`src/rtl/crate_rom_arbiter_if.sv`:
```
// Requester-side bus of the shared crate/doghouse sprite ROM port.
// The master side is the draw/logic blocks plus the ROM; the slave side is the arbiter.
interface crate_rom_arbiter_if #(
  parameter int N_REQ  = 4,
  parameter int ADDR_W = 12,
  parameter int DATA_W = 12
);
  logic [N_REQ-1:0]        req;
  logic [N_REQ*ADDR_W-1:0] addr;
  logic [N_REQ-1:0]        gnt;
  logic [ADDR_W-1:0]       rom_addr;
  logic [DATA_W-1:0]       rom_rgb;
  logic [N_REQ-1:0]        rd_valid;
  logic [DATA_W-1:0]       rd_data;
  logic                    starve_ovr;

  modport master (output req, addr, rom_rgb,
                  input  gnt, rom_addr, rd_valid, rd_data, starve_ovr);
  modport slave  (input  req, addr, rom_rgb,
                  output gnt, rom_addr, rd_valid, rd_data, starve_ovr);
endinterface

```
`src/rtl/crate_rom_arbiter.sv`:
```
// Sprite ROM read-port arbiter: requester 0 (pixel path) has fixed priority,
// the rest share round-robin, with a starvation guard against requester 0.
module crate_rom_arbiter #(
  parameter int N_REQ      = 4,
  parameter int ADDR_W     = 12,
  parameter int DATA_W     = 12,
  parameter int ROM_LAT    = 1,
  parameter int STARVE_MAX = 8
) (
  input  logic                clk60MHz,
  input  logic                rst_n,
  crate_rom_arbiter_if.slave  bus
);
  localparam int PTR_W = $clog2(N_REQ);
  localparam int CNT_W = $clog2(STARVE_MAX + 1);
  localparam logic [CNT_W-1:0] CNT_MAX = CNT_W'(STARVE_MAX);

  logic [N_REQ-1:0][ADDR_W-1:0] addr_v;
  logic [PTR_W-1:0]             rr_ptr, rr_next;
  logic [CNT_W-1:0]             starve_cnt;
  logic [N_REQ-1:0]             rr_req, rr_win, gnt_c;
  logic                         any_rr, ovr_c, rr_gnt;
  logic [ADDR_W-1:0]            rom_addr_c;
  logic [ROM_LAT:1][N_REQ-1:0]  vld_pipe;

  assign addr_v = bus.addr;
  assign rr_req = bus.req & ~N_REQ'(1);
  assign any_rr = |rr_req;

  // Rotating scan: the second pass (indices >= rr_ptr) overrides the wrapped
  // first pass, so the lowest index at or above rr_ptr wins when present.
  always_comb begin
    rr_win  = '0;
    rr_next = PTR_W'(1);
    for (int i = N_REQ-1; i >= 1; i--) begin
      if (rr_req[i]) begin
        rr_win  = N_REQ'(1) << i;
        rr_next = (i == N_REQ-1) ? PTR_W'(1) : PTR_W'(i + 1);
      end
    end
    for (int i = N_REQ-1; i >= 1; i--) begin
      if (rr_req[i] && i >= int'(rr_ptr)) begin
        rr_win  = N_REQ'(1) << i;
        rr_next = (i == N_REQ-1) ? PTR_W'(1) : PTR_W'(i + 1);
      end
    end
  end

  // Grant is forced off while reset is held so nothing is accepted.
  always_comb begin
    gnt_c = '0;
    ovr_c = 1'b0;
    if (rst_n) begin
      if (starve_cnt == CNT_MAX && any_rr) begin
        gnt_c = rr_win;
        ovr_c = 1'b1;
      end else if (bus.req[0]) begin
        gnt_c = N_REQ'(1);
      end else begin
        gnt_c = rr_win;
      end
    end
  end

  assign rr_gnt = |(gnt_c & ~N_REQ'(1));

  always_comb begin
    rom_addr_c = '0;
    for (int i = 0; i < N_REQ; i++)
      if (gnt_c[i]) rom_addr_c = addr_v[i];
  end

  always_ff @(posedge clk60MHz or negedge rst_n) begin
    if (!rst_n) begin
      rr_ptr     <= PTR_W'(1);
      starve_cnt <= '0;
      vld_pipe   <= '0;
    end else begin
      if (rr_gnt) rr_ptr <= rr_next;
      if (rr_gnt || !any_rr)
        starve_cnt <= '0;
      else if (gnt_c[0] && starve_cnt != CNT_MAX)
        starve_cnt <= starve_cnt + CNT_W'(1);
      vld_pipe[1] <= gnt_c;
      for (int s = 2; s <= ROM_LAT; s++)
        vld_pipe[s] <= vld_pipe[s-1];
    end
  end

  assign bus.gnt        = gnt_c;
  assign bus.rom_addr   = rom_addr_c;
  assign bus.starve_ovr = ovr_c;
  assign bus.rd_valid   = vld_pipe[ROM_LAT];
  assign bus.rd_data    = bus.rom_rgb;
endmodule

```
`src/flat_wrapper.sv`:
```
// flat-port wrapper written by rule: the top's interface ports become plain ports
module crate_rom_arbiter_flat 
#(
  parameter int N_REQ      = 4,
  parameter int ADDR_W     = 12,
  parameter int DATA_W     = 12,
  parameter int ROM_LAT    = 1,
  parameter int STARVE_MAX = 8
)
  (clk60MHz, rst_n, bus_req, bus_addr, bus_rom_rgb, bus_gnt, bus_rom_addr, bus_rd_valid, bus_rd_data, bus_starve_ovr);
  crate_rom_arbiter_if #(.N_REQ(N_REQ), .ADDR_W(ADDR_W), .DATA_W(DATA_W)) bus_i ();
  input  logic clk60MHz;
  input  logic rst_n;
  input wire logic [$bits(bus_i.req)-1:0] bus_req;
  input wire logic [$bits(bus_i.addr)-1:0] bus_addr;
  input wire logic [$bits(bus_i.rom_rgb)-1:0] bus_rom_rgb;
  output wire logic [$bits(bus_i.gnt)-1:0] bus_gnt;
  output wire logic [$bits(bus_i.rom_addr)-1:0] bus_rom_addr;
  output wire logic [$bits(bus_i.rd_valid)-1:0] bus_rd_valid;
  output wire logic [$bits(bus_i.rd_data)-1:0] bus_rd_data;
  output wire logic [$bits(bus_i.starve_ovr)-1:0] bus_starve_ovr;
  assign bus_i.req = bus_req;
  assign bus_i.addr = bus_addr;
  assign bus_i.rom_rgb = bus_rom_rgb;
  assign bus_gnt = bus_i.gnt;
  assign bus_rom_addr = bus_i.rom_addr;
  assign bus_rd_valid = bus_i.rd_valid;
  assign bus_rd_data = bus_i.rd_data;
  assign bus_starve_ovr = bus_i.starve_ovr;
  crate_rom_arbiter #(.N_REQ(N_REQ), .ADDR_W(ADDR_W), .DATA_W(DATA_W), .ROM_LAT(ROM_LAT), .STARVE_MAX(STARVE_MAX)) u_core (.clk60MHz(clk60MHz), .rst_n(rst_n), .bus(bus_i));
endmodule
```
`config.mk`:
```
export PLATFORM = sky130hd
export DESIGN_NAME = crate_rom_arbiter_flat
export DESIGN_NICKNAME = d
export VERILOG_FILES = /design/src/rtl/crate_rom_arbiter_if.sv /design/src/rtl/crate_rom_arbiter.sv /design/src/flat_wrapper.sv
export SDC_FILE = /design/constraint.sdc
export NUM_CORES = 1
export LEC_CHECK = 0
export BUFFER_PORTS_ARGS = -buffer_cell sky130_fd_sc_hd__buf_2
export CORE_ASPECT_RATIO = 1.5
export CORE_MARGIN = 4
export CORE_UTILIZATION = 40
export CTS_CLUSTER_SIZE = 40
export DETAILED_ROUTE_END_ITERATION = 8
export HOLD_SLACK_MARGIN = 0.12
export PLACE_DENSITY = 0.86
export SLEW_MARGIN = 20
export SYNTH_ARGS = -nofsm -noshare
export SYNTH_HDL_FRONTEND = slang
export SYNTH_SLANG_ARGS = --single-unit
```
`constraint.sdc`:
```
create_clock -name clk60MHz -period 2.74 [get_ports clk60MHz]
set_input_delay 0 -clock clk60MHz [delete_from_list [all_inputs] [get_ports clk60MHz]]
set_output_delay 0 -clock clk60MHz [all_outputs]
set_load 0.03 [all_outputs]
```
==> flow_metrics.py <==
metrics = {
    "setup_path": {
        "cp_slowest_cell": "dfrtp_1",
        "crit_path_max_fanout": 14,
        "cp-start-kind": "register",
        "reg2reg_to": "u_core.rr_ptr[0]",
        "ff2ff_path_depth": 8,
        "cp_top_family": "compound AO/OA/AOI/OAI gates",
        "r2r_setup_slack_ns": 0.64,
        "path_buf_inv": 3,
        "max_stage_delay_ns": 0.38,
        "arrival_ns": 2.20,
        "r2r-start": "u_core.starve_cnt[0]",
        "worstPathRequired_ns": 2.74,
        "worstPathCellList": "inv_1 > ha_1 > and4b_1 > o221ai_2 > inv_2 > a311oi_1 > o2bb2ai_1 > buf_2",
        "endpoint_kind": "output pin",
        "critical_path_class": "reg2out",
    },
    "timing": {
        "slew_viol_final": 0,
        "hold_viol_final": 0,
        "setup_tns_ns": 0,
        "whs_ns": 0.216,
        "max_freq_mhz": 455,
        "period_needed_ns": 2.20,
        "max_slew.worst_pin.slew_ns": 0.502,
        "slew_headroom_pct": 66.5,
        "rsz0062_at_grt": "no",
        "setup_violations": 0,
        "min_period_over_period_pct": 80.1,
        "fin_worst_skew_ns": 0.000700,
    },
    "clock_network": {
        "h-tree-depth": 1,
        "cts_buffers": 3,
        "cts_max_path_buffers": 2,
        "cts_tree": "done",
        "path_clk_slew_ns": 0.07,
        "clkLatencyLatePin_ns": 0.28,
        "cts.sinks": 10,
        "cts_root_buf": "clkbuf_4",
        "cts_setup_buffers": 0,
    },
    "yosys": {
        "ys.warnings.count": 0,
        "synth.distinct_cells": 34,
        "synth_edf_count": 0,
        "synth_ff_type": "dfrtp_1",
        "async_flop_share_pct": 100,
        "synth-seq-area-share_pct": 23.4,
        "netlist_instances": 140,
        "ys_ff_latch": 10,
        "mappedNetlistArea_um2": 1070,
        "avgSynthCellArea_um2": 7.67,
        "synthesis.nets": 208,
    },
    "routing": {
        "ant_nets": 0,
        "via_count": 1399,
        "first_pass_iters": 4,
        "vias_per_cell": 5.60,
        "drc": 0,
        "drt_iter0_drc": 57,
        "routed_wl_um": 3860,
        "avgRoutedWirePerCell_um": 15.4,
    },
    "grt": {
        "grt_overflow": 0,
        "grt.total_usage_pct": 21.6,
        "grt_pass1_vias": 1439,
        "grt_first_pass_wirelength_um": 6080,
        "grt_start_max_net_pins": 29,
        "grt_antenna_before_repair": 0,
    },
    "floorplanning": {
        "initial_utilization_pct": 42.9,
        "dieArea_um2": 3590,
        "fp.coreArea_um2": 2500,
        "ios": 99,
        "die_w_um": 50.3,
        "die_h_um": 71.5,
        "rows": 22,
    },
    "pwr": {
        "p_switching_mw": 0.257,
        "power_per_cell_area_nw_per_um2": 393,
        "p_leak_nw": 0.799,
        "internal_power_mw": 0.360,
        "ir_drop_mv": 0.193,
        "switching_share_pct": 41.6,
        "clkPwrFrac_pct": 22.9,
        "comb_power_share_pct": 48.4,
        "p_seq_share_pct": 28.7,
        "finalPower_mw": 0.616,
    },
    "cells_and_area": {
        "syn2layout_area_growth_pct": 46.2,
        "stdcell_area_um2": 1570,
        "nNetsFinal": 283,
        "insertedDiodeCount": 0,
        "utilization_pct": 62.6,
        "drive_above_1_share_pct": 39.7,
    },
    "outcome": {
        "status": "complete, no violations",
    },
    "place": {
        "dp_hpwl_um": 2750,
        "gp_congestion": 0.804,
        "dpl-instance-area_um2": 1360,
        "port_buffers": 74,
    },
    "run": {
        "maxCapViolCount": 0,
    },
    "min_path": {
        "hold_class": "in2async",
    },
}
==> worst register-to-register path, stage by stage, from the launching register on <==
cell and delay (ns):
dfrtp_1 0.40, inv_1 0.10, ha_1 0.22, nand4b_1 0.13
nand2_1 0.12, buf_4 0.22, o21ai_0 0.12, a32oi_1 0.16
dlygate4sd3_1 0.57
==> cell usage after synthesis, types with 2 or more instances <==
library cell | instances | share of area (%)
o2bb2ai_1 | 13 | 11
and2_1 | 2 | 1.2
ha_1 | 2 | 2.3
dfrtp_1 | 9 | 21
a21oi_1 | 14 | 6.5
clkbuf_1 | 6 | 2.1
nor2b_1 | 3 | 1.7
buf_2 | 5 | 2.3
a311oi_1 | 12 | 9.8
nand2b_1 | 2 | 1.2
o21ai_0 | 3 | 1.4
xor2_1 | 2 | 1.6
nor2_1 | 17 | 5.9
nand3_1 | 14 | 6.5
and3_1 | 2 | 1.2
buf_4 | 12 | 8.4
inv_1 | 4 | 1.4
nand2_1 | 2 | 0.70
==> stage by stage <==
stage / std cells / setup slack (ns)
finish: 250 / 0.544
global route: 250 / 0.412
CTS: 250 / 0.573
detailed placement: 229 / 0.888
global placement: 229 / 0.951
floorplan: 140 / 0.648
==> worst max-delay path by stage <==
stage | end | depth (start not counted) | slack (ns) | from
floorplan | u_core.bus.rd_valid[0] | 6 | 0.65 | u_core.starve_cnt[0]
global placement | bus_rom_addr[6] | 8 | 0.95 | u_core.starve_cnt[0]
detailed placement | bus_rom_addr[4] | 8 | 0.89 | u_core.starve_cnt[0]
CTS | bus_rom_addr[4] | 8 | 0.57 | u_core.starve_cnt[0]
global route | bus_rom_addr[9] | 7 | 0.41 | u_core.starve_cnt[0]
finish | bus_rom_addr[7] | 8 | 0.54 | u_core.starve_cnt[0]
==> power by group through the flow <==
| stage | sequential [mW] | combinational (mW) | clock [mW] |
|---|---|---|---|
| after floorplan | 0.182 | 0.188 | 0 |
| after global placement | 0.178 | 0.248 | 0 |
| after detailed placement | 0.179 | 0.253 | 0 |
| after CTS | 0.176 | 0.297 | 0.143 |
| after global routing | 0.178 | 0.323 | 0.152 |
| final | 0.177 | 0.299 | 0.141 |
==> sequential cells by signal, summed over array words and instances, names as in the netlist <==
register / cells
u_core.bus.rd_valid: 4
u_core.rr_ptr: 2
u_core.starve_cnt: 4
==> placed cells by master, fill, tap and decap left out, types with 3 or more instances in the layout <==
cell,netlist,final
a21oi_1,14,14
a311oi_1,12,12
buf_2,5,74
buf_4,12,3
clkbuf_4,0,3
dfrtp_1,9,9
dlygate4sd3_1,0,17
inv_1,4,4
nand3_1,14,14
nor2_1,17,17
nor2b_1,3,3
o21ai_0,3,3
o2bb2ai_1,13,13
==> timing repair <==
action | CTS | global route
endpoints found under the hold margin | 25 | 0
gates resized for setup | 0 | 0
hold buffers | 17 | 0
==> routing by layer <==
layer | track usage, % | vias to the layer above | wire (um)
met5 | 0 | - | 0
met4 | 9.88 | 0 | 116
met3 | 5.61 | 12 | 355
met2 | 42.2 | 85 | 2140
met1 | 20.2 | 641 | 1250
li1 | - | 661 | -
==> layout make-up <==
type | instances | area, um^2
fillers | 224 | 936
multi-input cells | 101 | 654
repair buffers | 94 | 563
flip-flops and latches | 10 | 251
well taps | 36 | 45.0
clock buffers | 4 | 36.3
inverters | 5 | 18.8
==> cells by family (layout without fill, tap and decap cells) <==
logic type,Yosys count,after routing,share of synthesized area [%]
AO/OA/AOI/OAI,46,46,31.8
XOR/XNOR,3,3,2.45
adder cells (fa/ha/maj),2,2,2.33
buffers and inverters,29,103,15.6
flip-flops,10,10,23.4
multiplexers,1,1,0.932
AND/OR/NAND/NOR,49,49,23.4
Note: power is estimated with default switching activity, not from simulation.
